<file path="config.mk">
export PLATFORM = sky130hd
export DESIGN_NAME = i_fetcher
export DESIGN_NICKNAME = d
export VERILOG_FILES = /design/src/rtl/i_fetcher.sv
export SDC_FILE = /design/constraint.sdc
export NUM_CORES = 1
export LEC_CHECK = 0
export BUFFER_PORTS_ARGS = -buffer_cell sky130_fd_sc_hd__buf_2
export CAP_MARGIN = 20
export CORE_MARGIN = 5
export CORE_UTILIZATION = 51
export DETAILED_ROUTE_END_ITERATION = 10
export HOLD_SLACK_MARGIN = 0.03
export PLACE_DENSITY = 0.87
export SLEW_MARGIN = 20
export SYNTH_ARGS = -nofsm -noshare
export SYNTH_HDL_FRONTEND = slang
export SYNTH_SLANG_ARGS = --single-unit
</file>
<file path="constraint.sdc">
create_clock -name clk -period 3.1 [get_ports clk]
set_input_delay 0.62 -clock clk [delete_from_list [all_inputs] [get_ports clk]]
set_output_delay 0.62 -clock clk [all_outputs]
set_load 0.05 [all_outputs]
</file>
<file path="src/rtl/i_fetcher.sv">
// i_fetcher: instruction-fetch stage.
// Holds the fetch PC and drives a halfword-addressed instruction memory with
// a combinational read. Each rising edge it registers the 16/32-bit
// instruction found at PC, together with that PC, for the decode stage. It
// then advances PC by the instruction length. The decode stage can stall the
// fetch, and a branch/jump redirect squashes the current fetch.
//
// Ports
//   clk, rst_n     clock; asynchronous active-low reset
//   PC_o           current fetch PC (byte address, bit0 always 0)
//   imem_addr_o    halfword address to memory, combinational from PC_o
//   imem_rdata_i   {halfword at PC+2, halfword at PC}
//   imem_ready_i   read data valid this cycle (0 = memory wait)
//   stall_i        decode not accepting; hold PC and instruction outputs
//   redirect_i     taken branch/jump; load redirect_pc_i, squash output
//   redirect_pc_i  redirect target byte address (bit0 ignored)
//   instr_o        fetched instruction (upper half 0 when 16-bit)
//   instr_pc_o     PC of instr_o
//   instr_len32_o  1 = instr_o is a 32-bit instruction
//   instr_valid_o  instr_o / instr_pc_o valid
module i_fetcher #(
  parameter int unsigned     PC_W     = 25,
  parameter logic [PC_W-1:0] RESET_PC = '0
) (
  input  logic            clk,
  input  logic            rst_n,
  output logic [PC_W-1:0] PC_o,
  output logic [PC_W-2:0] imem_addr_o,
  input  logic [31:0]     imem_rdata_i,
  input  logic            imem_ready_i,
  input  logic            stall_i,
  input  logic            redirect_i,
  input  logic [PC_W-1:0] redirect_pc_i,
  output logic [31:0]     instr_o,
  output logic [PC_W-1:0] instr_pc_o,
  output logic            instr_len32_o,
  output logic            instr_valid_o
);

  localparam int unsigned HW_W = 16;

  // Handshake inputs that are X/Z act as idle: no stall, no redirect, and
  // memory ready. This lets the unit free-run when left unconnected.
  logic stall;
  logic redirect;
  logic ready;

  assign stall    = (stall_i === 1'b1);
  assign redirect = (redirect_i === 1'b1);
  assign ready    = (imem_ready_i !== 1'b0);

  // The memory sees the halfword index of the fetch PC.
  assign imem_addr_o = PC_o[PC_W-1:1];

  // Length decode. Opcode bits [10:9] == 2'b11 mark a 32-bit instruction.
  logic [HW_W-1:0] hw0;
  logic            is32;
  logic [31:0]     instr_dec;
  logic [PC_W-1:0] pc_inc;
  logic [PC_W-1:0] redirect_pc;

  always_comb begin
    hw0         = imem_rdata_i[HW_W-1:0];
    is32        = (hw0[10:9] == 2'b11);
    instr_dec   = is32 ? imem_rdata_i : {16'h0000, hw0};
    pc_inc      = PC_o + (is32 ? PC_W'(4) : PC_W'(2));
    redirect_pc = redirect_pc_i & ~PC_W'(1);
  end

  // Fetch register. The priority order is redirect, then stall, then memory
  // wait, then a normal fetch.
  always_ff @(posedge clk or negedge rst_n) begin
    if (!rst_n) begin
      PC_o          <= RESET_PC;
      instr_o       <= '0;
      instr_pc_o    <= '0;
      instr_len32_o <= 1'b0;
      instr_valid_o <= 1'b0;
    end else if (redirect) begin
      PC_o          <= redirect_pc;
      instr_valid_o <= 1'b0;
    end else if (stall) begin
      PC_o          <= PC_o;
    end else if (!ready) begin
      instr_valid_o <= 1'b0;
    end else begin
      instr_o       <= instr_dec;
      instr_pc_o    <= PC_o;
      instr_len32_o <= is32;
      instr_valid_o <= 1'b1;
      PC_o          <= pc_inc;
    end
  end

endmodule

</file>
* Word-level counts from Yosys, hierarchy flattened *
Cells that the tools add are included.

operators by class
  add/subtract/negate cells = 1
  equal/unequal tests = 5
  mux-type cells = 8
  bitwise logic cells = 2
  reductions and logical operators = 3

operators with widths
  kind                   number
  $mux W25               3
  $mux W32               1
  $add A25 B3 Y25        1
  $mux W1                3
  $mux W3                1
  $reduce_and A3 Y1      1
  $eq A2 B2 Y1 const B   1
  $eqx A1 B1 Y1 const B  2
  $ne A2 B1 Y1 const B   1
  $not A1 Y1             2
  $reduce_and A2 Y1      1
  $reduce_bool A2 Y1     1
  $nex A1 B1 Y1 const B  1

storage, ports and cells
  flip-flop bits (word level) = 84
  output and inout bits = 108
  logic and storage cells = 24

* Depth between registers and ports, before layout *
  depth after elaboration = 6
  mapped depth = 9

* Worst setup path after synthesis *
No wires, ideal clock.

  path kind = input to register
  start = input imem_rdata_i[9]
  end = register PC_o[21]
  library setup time = 0.082 ns
  arrival = 2.229 ns
  data required time = 3.018 ns
  slack = 0.789 ns
  stages = 8
  buffers on the path = 1
  cell sequence = and2_1 > clkbuf_1 > xor2_1 > ha_1 > a31oi_1 > or3_1 > or3_1 > a31oi_1

between the ends
  cells in the longest elaborated chain, start to end = 6

RTL lines
  element               line  text
  from (decl)           29    input logic [31:0] imem_rdata_i,
  $eq A2 B2 Y1          64    is32 = (hw0[10:9] == 2'b11);
  $mux W3               66    pc_inc = PC_o + (is32 ? PC_W'(4) : PC_W'(2));
  $add A25 B3 Y25       66
  $mux W25              84    end else if (!ready) begin
  $mux W25              82    end else if (stall) begin
  $mux W25              79    end else if (redirect) begin
  to (signal assigned)  80    PC_o <= redirect_pc;
  to (signal assigned)  83    PC_o <= PC_o;
  to (signal assigned)  91    PC_o <= pc_inc;
  to (decl)             27    output logic [PC_W-1:0] PC_o,

No other way between the ends. The select of a mux whose other input is x is not followed.
A chain may end at the register's enable or synchronous reset.

* Worst setup path in the final report *
  start = input imem_rdata_i[9]
  end = register PC_o[23]

Same word-level chain as after synthesis.

==> summary.txt <==
Run status
  – Status: complete, no violations

Clock network
  – Clock transition at path regs: ~0.090 ns
  – CTS tree: yes
  – # Post-CTS Setup Buffers: 0
  – CTS Buf Count: 9
  – CTS Sinks: between 80 and 90
  – H-tree Lvls: 3
  – Clk_lat worst skew: around 0.35 ns
  – CTS Root Cell: clkbuf_8
  – Hold_buf cts: 0
  – Clk buf depth: 2
  – Resize count post-CTS: 0

Worst hold path
  – Worst min path class: input port to asynchronous set/reset pin

Logic synthesis
  – Post-synth EDFFs: 0
  – Most numerous cell in the Yosys netlist: nand2_1
  – Cells after synthesis: 447
  – Synth async-reset ratio: 1.00
  – Top FF cell, synth: dfrtp_1
  – Main area contributors after synthesis: dfrtp_1, nand2_1, buf_4
  – Commonest cells post-synth: nand2_1, dfrtp_1, buf_4, nand3_1, clkbuf_1
  – Yosys warns: 0
  – Yosys reg bits: 82
  – Netlist cell types: 41
  – Yosys top cell by area: dfrtp_1
  – Syn_area_per_cell: roughly 8.7 µm²
  – Seq/Total Area, Yosys: 0.526
  – Area share of the largest cell type after synthesis: 0.526
  – Syn Std Cell Area: 3900 µm²

Drt
  – DR pass1 iterations: 4
  – DRC: 0
  – Met1 Routed Length: 4330 µm
  – DR vias/cell: 5.17
  – Met3 WL: roughly 850 µm
  – Drt wl/cell: roughly 15 µm
  – Final ANT Viol Nets: 0
  – DR vias: about 3500
  – Iter 0 DRT Violations: between 150 and 200
  – Highest metal used: met4
  – Total wire length: 10300 µm
  – Routed length on met2: roughly 5000 µm

Setup path
  – CP Max Fanout: 7
  – Crit Path Class: input port to flip-flop
  – CP startpoint kind: input port
  – Worst path required time: 3.33 ns
  – Critical-path top delay cell: a31oi_1
  – Arrival time at the worst endpoint: roughly 2.5 ns
  – Worst path cell trace: buf_2 -> and2_1 -> xor2_1 -> ha_1 -> a31oi_1 -> nor4_1 -> nor4b_1 -> a221o_1
  – Top Family by Delay on Critical Path: compound AO/OA/AOI/OAI gates
  – Crit-path max cell delay: approximately 0.53 ns
  – Crit end category: flip-flop
  – CP Buf/Inv Count: 1

Timing
  – Fin crit share: 0.725
  – Tightest Pin Transition: 0.733 ns
  – Setup TNS: 0 ns
  – Final Critical Period: between 2 and 2.5 ns
  – Endpoints failing setup: 0
  – Headroom to the max-slew limit: 0.511
  – Fin. max-slew vios: 0
  – RSZ-0062 raised after global routing: no
  – Clk_skew: between 0.01 and 0.015 ns
  – Final Hold Fails: 0
  – Tightest hold margin: 0.285 ns
  – Fmax: ~0.44 GHz

GRT
  – Initial antenna violation count: 0
  – Vias in the first global route: between 3000 and 4000
  – Gr usage total: 0.220
  – Total gr overflow: 0
  – Largest net degree at the start of global routing: 83
  – First-pass GRT wire length: roughly 17000 µm

Job
  – MaxCap Viol Count: 0

Finish
  – Share of post-route cells with drive strength above 1: 0.335
  – Final nets: 643
  – Antenna cells: 0
  – Syn-to-layout area delta: 23.3%

Floorplanning
  – IO Count: 170
  – FP Rows: 31
  – Initial Util: 0.532
  – Die area: 9490 µm²
  – Core box area: approximately 7300 µm²
  – Die X: 97.4 µm
  – Die height: around 100 µm

Placed design
  – Final Wtd Congestion: between 0.8 and 0.9
  – Post-DP HPWL: 7460 µm
  – Port Buffer Count: approximately 170

Power and ir drop
  – Leakage: 0.00256 µW
  – Peak VDD IR: a little under 0.4 mV
  – Power Density: approximately 650 nW/µm²
## metrics by stage
step / util / setup WS (ns) / std cells / power [µW] / cell area (µm²)
finish: 0.656 / 0.852 / 684 / 3110 / 4810
global route: 0.656 / 0.710 / 684 / 3270 / 4810
CTS: 0.655 / 0.899 / 684 / 3140 / 4800
detailed placement: 0.632 / 0.539 / 668 / 2450 / 4630
global placement: 0.632 / 0.610 / 668 / 2430 / 4630
floorplan: - / 0.789 / 448 / 2180 / 3900
## registers in the layout, indices dropped and copies added (netlist names)
register	cells
instr_len32_o	1
instr_o	32
PC_o	24
instr_valid_o	1
instr_pc_o	24
## power by group
| group | internal (µW) | switching, µW | total, µW |
|---|---|---|---|
| sequential | 1210 | 121 | 1330 |
| clock | 312 | 377 | 689 |
| combinational | 233 | 860 | 1090 |
| total | 1750 | 1360 | 3110 |
## cell usage in the layout (no fill, tap or decap), types with 3 or more instances in the layout
| cell type | netlist | final |
|---|---|---|
| nand2b_1 | 4 | 4 |
| nor2b_1 | 4 | 4 |
| buf_2 | 0 | 165 |
| inv_1 | 4 | 4 |
| clkbuf_8 | 0 | 10 |
| nand4_1 | 6 | 6 |
| nand2_1 | 168 | 167 |
| nor4_1 | 6 | 6 |
| o31ai_1 | 4 | 4 |
| or4_4 | 3 | 3 |
| nor3_1 | 3 | 3 |
| xnor2_1 | 9 | 9 |
| clkinvlp_4 | 0 | 3 |
| buf_4 | 26 | 5 |
| or3_1 | 4 | 4 |
| or4_1 | 7 | 7 |
| a31oi_1 | 8 | 8 |
| o21ai_0 | 19 | 19 |
| nand3_1 | 26 | 26 |
| dfrtp_1 | 82 | 82 |
| nor2_1 | 12 | 11 |
| o211ai_1 | 3 | 3 |
## worst paths after layout
check / start / to / slack [ns] / cells past startpoint
worst max-delay path: imem_rdata_i[9] / PC_o[23] / 0.85 / 8
worst min-delay path: rst_n / instr_pc_o[10] / 0.28 / 1
worst max register to register: PC_o[2] / PC_o[23] / 0.88 / 6
worst min register to register: instr_o[20] / instr_o[20] / 0.47 / 2
max in group asynchronous: rst_n / instr_pc_o[2] / 2.28 / 1
min in group clk: imem_rdata_i[0] / instr_o[0] / 0.46 / 3
## cell families (layout without fill, tap and decap cells)
group,after synthesis,after routing,synth area share
AOI/OAI and AO/OA,41,41,0.0642
xor gates and xnor gates,11,11,0.0247
adders and majority gates,1,1,0.00321
buffers and inverters,56,193,0.0809
DFF,82,82,0.526
muxes,1,1,0.00257
other,1,2,0.000962
and+or+nand+nor,254,254,0.297
## metal layers
layer	up-vias	track usage
met4	0	0.0703
met3	9	0.0589
met1	1667	0.284
met2	141	0.361
li1	1716	-
met5	-	0
## cell type report
cell class	instances	area [µm²]
repair buffers	172	895
inverters	5	18.8
fillers	623	2520
flip-flops and latches	82	2050
well taps	99	124
clock inverters	4	27.5
clock buffers	12	145
multi-input cells	310	1550
(Power assumes the default switching activity.)
